[config.mk]
export PLATFORM = sky130hd
export DESIGN_NAME = ifetch_queue
export DESIGN_NICKNAME = d
export VERILOG_FILES = /design/src/rtl/ifetch_queue.sv
export SDC_FILE = /design/constraint.sdc
export NUM_CORES = 1
export LEC_CHECK = 0
export CAP_MARGIN = 20
export CORE_AREA = 2 2 153 155
export DETAILED_ROUTE_END_ITERATION = 16
export DIE_AREA = 0 0 155 157
export PLACE_DENSITY = 0.8
export SLEW_MARGIN = 30
export SYNTH_ARGS = -nofsm -noshare
export SYNTH_HDL_FRONTEND = slang
export SYNTH_SLANG_ARGS = --single-unit
[constraint.sdc]
create_clock -name clk -period 4.5 [get_ports clk]
set_input_delay 1.125 -clock clk [delete_from_list [all_inputs] [get_ports clk]]
set_output_delay 1.125 -clock clk [all_outputs]
set_load 0.005 [all_outputs]
[src/rtl/ifetch_queue.sv]
// ifetch_queue: in-order instruction fetch stage between the PC register and decode.
// Issues one fetch per cycle while a FIFO slot is guaranteed, tags each outstanding
// request with its PC, buffers returned instructions and hands them to decode.
//
// Ports:
//   clk, rst            clock, asynchronous active-low reset
//   cur_pc              current PC from the PC register
//   pc_stop             1 = PC holds this cycle
//   imem_req/addr/gnt   fetch request channel to instruction memory
//   imem_rvalid/rdata   in-order response channel
//   flush               drop all buffered and in-flight fetches
//   if_valid/pc/instr   registered FIFO head towards decode
//   id_ready            decode accepts the head
module ifetch_queue #(
  parameter int unsigned DEPTH = 2,
  parameter int unsigned XLEN  = 32
) (
  input  logic            clk,
  input  logic            rst,
  input  logic [XLEN-1:0] cur_pc,
  output logic            pc_stop,
  output logic            imem_req,
  output logic [XLEN-1:0] imem_addr,
  input  logic            imem_gnt,
  input  logic            imem_rvalid,
  input  logic [XLEN-1:0] imem_rdata,
  input  logic            flush,
  output logic            if_valid,
  output logic [XLEN-1:0] if_pc,
  output logic [XLEN-1:0] if_instr,
  input  logic            id_ready
);

  localparam int unsigned AW = $clog2(DEPTH);
  localparam int unsigned CW = AW + 1;

  logic [CW-1:0]   inflight_q, inflight_d;
  logic [CW-1:0]   count_q,    count_d;
  logic [CW-1:0]   discard_q,  discard_d;
  logic [AW-1:0]   tag_wr_q,   tag_wr_d;
  logic [AW-1:0]   tag_rd_q,   tag_rd_d;
  logic [AW-1:0]   wr_q,       wr_d;
  logic [AW-1:0]   rd_q,       rd_d;
  logic            if_valid_q, if_valid_d;
  logic [XLEN-1:0] if_pc_q,    if_pc_d;
  logic [XLEN-1:0] if_instr_q, if_instr_d;

  logic [XLEN-1:0] tag_mem_q   [DEPTH];
  logic [XLEN-1:0] fifo_pc_q   [DEPTH];
  logic [XLEN-1:0] fifo_instr_q[DEPTH];

  logic [CW-1:0]   occupancy;
  logic            grant;
  logic            resp_keep;
  logic            resp_drop;
  logic            resp_any;
  logic            pop;

  // Request side: only ask when a FIFO slot is reserved for the answer.
  always_comb begin
    occupancy = inflight_q + count_q;
    imem_req  = !flush && (occupancy < CW'(DEPTH));
    imem_addr = cur_pc;
    grant     = imem_req && imem_gnt;
    pc_stop   = !grant;
  end

  // Response classification; an unexpected response (nothing outstanding) is ignored.
  always_comb begin
    resp_drop = imem_rvalid && (discard_q != '0);
    resp_keep = imem_rvalid && !flush && (discard_q == '0) && (inflight_q != '0);
    resp_any  = imem_rvalid && ((discard_q != '0) || (inflight_q != '0));
    pop       = if_valid_q && id_ready && !flush;
  end

  // Next-state for counters, pointers and the registered head.
  always_comb begin
    inflight_d = inflight_q;
    count_d    = count_q;
    discard_d  = discard_q;
    tag_wr_d   = tag_wr_q;
    tag_rd_d   = tag_rd_q;
    wr_d       = wr_q;
    rd_d       = rd_q;
    if_valid_d = 1'b0;
    if_pc_d    = if_pc_q;
    if_instr_d = if_instr_q;

    if (flush) begin
      // Everything outstanding, minus a response consumed this cycle, must be dropped later.
      inflight_d = '0;
      count_d    = '0;
      discard_d  = discard_q + inflight_q - CW'(resp_any);
      tag_wr_d   = '0;
      tag_rd_d   = '0;
      wr_d       = '0;
      rd_d       = '0;
    end else begin
      inflight_d = inflight_q + CW'(grant) - CW'(resp_keep);
      count_d    = count_q + CW'(resp_keep) - CW'(pop);
      discard_d  = discard_q - CW'(resp_drop);
      tag_wr_d   = tag_wr_q + AW'(grant);
      tag_rd_d   = tag_rd_q + AW'(resp_keep);
      wr_d       = wr_q + AW'(resp_keep);
      rd_d       = rd_q + AW'(pop);
    end

    // Head register: the entry being written this cycle becomes head only when the FIFO
    // is otherwise empty; when empty the head holds its last value.
    if (count_d != '0) begin
      if_valid_d = 1'b1;
      if (resp_keep && (rd_d == wr_q)) begin
        if_pc_d    = tag_mem_q[tag_rd_q];
        if_instr_d = imem_rdata;
      end else begin
        if_pc_d    = fifo_pc_q[rd_d];
        if_instr_d = fifo_instr_q[rd_d];
      end
    end
  end

  // Control state.
  always_ff @(posedge clk or negedge rst) begin
    if (!rst) begin
      inflight_q <= '0;
      count_q    <= '0;
      discard_q  <= '0;
      tag_wr_q   <= '0;
      tag_rd_q   <= '0;
      wr_q       <= '0;
      rd_q       <= '0;
      if_valid_q <= 1'b0;
      if_pc_q    <= '0;
      if_instr_q <= '0;
    end else begin
      inflight_q <= inflight_d;
      count_q    <= count_d;
      discard_q  <= discard_d;
      tag_wr_q   <= tag_wr_d;
      tag_rd_q   <= tag_rd_d;
      wr_q       <= wr_d;
      rd_q       <= rd_d;
      if_valid_q <= if_valid_d;
      if_pc_q    <= if_pc_d;
      if_instr_q <= if_instr_d;
    end
  end

  // Storage arrays; contents are qualified by the pointers so need no reset.
  always_ff @(posedge clk) begin
    if (grant) begin
      tag_mem_q[tag_wr_q] <= cur_pc;
    end
    if (resp_keep) begin
      fifo_pc_q[wr_q]    <= tag_mem_q[tag_rd_q];
      fifo_instr_q[wr_q] <= imem_rdata;
    end
  end

  assign if_valid = if_valid_q;
  assign if_pc    = if_pc_q;
  assign if_instr = if_instr_q;

endmodule

==> qor.yml <==
cp_num_buf_inv: 4
clk_latency_ps: 540
dieWidth_um: 155
relSlewSlack_pct: 35.37
setup_viol: 0
cap_violations: 0
max_stage_delay_ps: 570
coreArea_um2: 22500
vdd_ir_drop_max_mv: 0.2895
antenna_left: 0
grt_pass1_wl_um: 46510
clkTransAtPathRegs_ps: 60
drt_iter0_drc: 714
cp-start-kind: "primary input"
syn_area_um2: 12370
dieArea_um2: 24340
layout_common_cells: "192 x edfxtp_1, 167 x clkdlybuf4s50_1, 74 x dfrtp_1, 68 x nand2_1, 63 x a21oi_1"
synth_xor_xnor_area_share_pct: 0.8393
routedWlPerCell_um: 21.63
cp_max_fo: 16
worstMarginPinSlew_ps: 969.5
rsz0062_at_grt: "false"
synth_mux_area_share_pct: 6.108
place_congestion: 0.7484
ys_types: 47
syn-num-nets: 1043
layout.nets: 1152
ys_seq_elements: 267
clockRootBuffer: "clkbuf_16"
clock_path_buffers: 3
antenna_found_initial: 2
power.density_nw_per_um2: 475.6
ys_seq_area_share_pct: 61.77
vias: 8658
fin_crit_ps: 3957
synth.avg_cell_area_um2: 12.86
area_delta_synth_final_pct: 20.74
start_util_pct: 54.98
synth-simple-area-share_pct: 9.061
first_global_vias: 8775
synth_fa_ha_area_share_pct: 1.112
avgViaCountPerCell: 6.278
drt_pre_antenna_iters: 5
io_pins: 169
wl_um: 29830
timing.hold.ws_ps: 474.7
placed_area_um2: 14040
synth_cells: 962
critPathCaptureType: "output pin"
cts_setup_buffers: 0
path_common_cell: "clkdlybuf4s50_1"
htree_levels: 1
final_common_cell: "edfxtp_1"
grt_util_all_layers_pct: 24.06
numCtsBuffers: 28
clock-sinks: 267
slew_viol_final: 0
grt_max_degree: 96
yosysWarnings: 0
hold_path.class: "flop to flop"
max_freq_mhz: 252.7
required_ps: 3380
synth_ff_type: "edfxtp_1"
nFillCells: 1597
clock_skew_ps: 14.11
grt_overflow: 0
finalSetupTns_ps: 0
drc_errors: 0
die_y_um: 157
crit_family: "buffers and inverters"
cts-resized-gates: 0
status: "completed"
synthArstFlopShare_pct: 28.09
drive_gt1_share_pct: 17.49
synth_edf_count: 192
hold_viol: 0
final_util_pct: 66.39
p_leak_nw: 5.000
synth-compound-area-share_pct: 15.25
path_cells: "clkdlybuf4s50_1 -> buf_4 -> nor2_1 -> and2_1 -> inv_1 -> clkdlybuf4s50_1"
critPathSlowestCell: "clkdlybuf4s50_1"
rows: 55
min_period_over_period_pct: 87.93
crit_arrival_ps: 2830
cts_tree: "built"
portBuffers: 168
hpwl_um: 17410
path_class: "primary input to output pin"
ctsHoldBuffers: 0
final_area_um2: 14940
synth_top_family_by_area: "compound AO/OA/AOI/OAI gates"
-- per-layer routing --
metal	GRT usage (%)	wire, µm	vias up
met1	31.03	11490	4231
met5	0	0	-
met2	41.42	14960	469
met4	8.862	773	0
met3	3.827	2607	61
li1	-	-	3897
-- stage by stage --
step / setup WS (ps) / power [mW] / instances
after floorplan: 493.3 / 4.076 / 962
after global placement: 585.9 / 4.900 / 1325
after detailed placement: 524.8 / 4.951 / 1325
after CTS: 526.4 / 7.132 / 1376
after global routing: 462.9 / 7.418 / 1379
final: 543.2 / 7.105 / 1379
-- worst reg2reg max path: stages (launching register included) --
cell      delay, ps
dfrtp_1         380
and2_1          260
nor2b_1         170
ha_1            270
inv_1            40
ha_1            170
xnor2_1         140
xnor2_1         290
o21bai_4        100
clkinv_1         50
buf_4           370
o221ai_1        260
o21ai_1         160
-- synth_stat cells, types with 8 or more instances --
cell type | number | area, µm²
o21ai_1 | 51 | 255.2
inv_1 | 8 | 30.03
buf_2 | 36 | 180.2
a211oi_1 | 31 | 232.7
clkbuf_1 | 37 | 138.9
nand2_1 | 68 | 255.2
buf_4 | 32 | 240.2
o21ai_2 | 10 | 87.58
o221ai_2 | 30 | 450.4
o221ai_1 | 33 | 289.0
dfrtp_1 | 75 | 1877
nor4_1 | 32 | 200.2
ha_1 | 11 | 137.6
o21ai_0 | 35 | 175.2
edfxtp_1 | 192 | 5766
nor3_1 | 62 | 310.3
buf_6 | 10 | 112.6
mux2_2 | 62 | 698.2
or3_1 | 33 | 206.5
a21oi_1 | 63 | 315.3
-- power breakdown --
part	internal, mW	switching (mW)
clock network	1.25	0.939
logic	0.854	0.860
registers	2.98	0.226
total	5.08	2.03
-- area by class of cell --
cell class	instances	area, µm²	share of cell area (%)
Antenna cell	2	5.005	0.03350
Clock buffer	31	711.9	4.766
Clock inverter	20	156.4	1.047
Inverter	11	42.54	0.2848
Multi-Input combinational cell	566	4056	27.15
Sequential cell	267	7644	51.16
Tap cell	285	356.6	2.387
Timing Repair Buffer	197	1967	13.17
-- state kept, by name, summed over array words and instances (netlist names), 2 cells and up --
register,count
count_q,2
discard_q,2
fifo_instr_q,64
fifo_pc_q,64
if_instr,32
if_pc,32
inflight_q,2
tag_mem_q,64
-- worst paths after layout --
path | slack (ps) | cells past startpoint | end | startpoint
worst max-delay path | 540 | 6 | pc_stop | flush
worst min-delay path | 470 | 2 | if_instr[22]$_DFFE_PN0P_ | if_instr[22]$_DFFE_PN0P_
worst max register to register | 1760 | 12 | if_pc[20]$_DFFE_PN0P_ | if_valid$_DFF_PN0_
worst min register to register | 470 | 2 | if_instr[22]$_DFFE_PN0P_ | if_instr[22]$_DFFE_PN0P_
max in group asynchronous | 3010 | 2 | if_pc[9]$_DFFE_PN0P_ | rst
min in group asynchronous | 610 | 1 | if_instr[1]$_DFFE_PN0P_ | rst
-- cells by family after synthesis --
group | after synthesis
multiplexers | 66
adder cells (fa/ha/maj) | 11
flip-flops | 267
buffers and inverters | 129
AO/OA/AOI/OAI | 261
XOR/XNOR | 11
AND/OR/NAND/NOR | 217
Note: power is estimated with default switching activity, not from simulation.
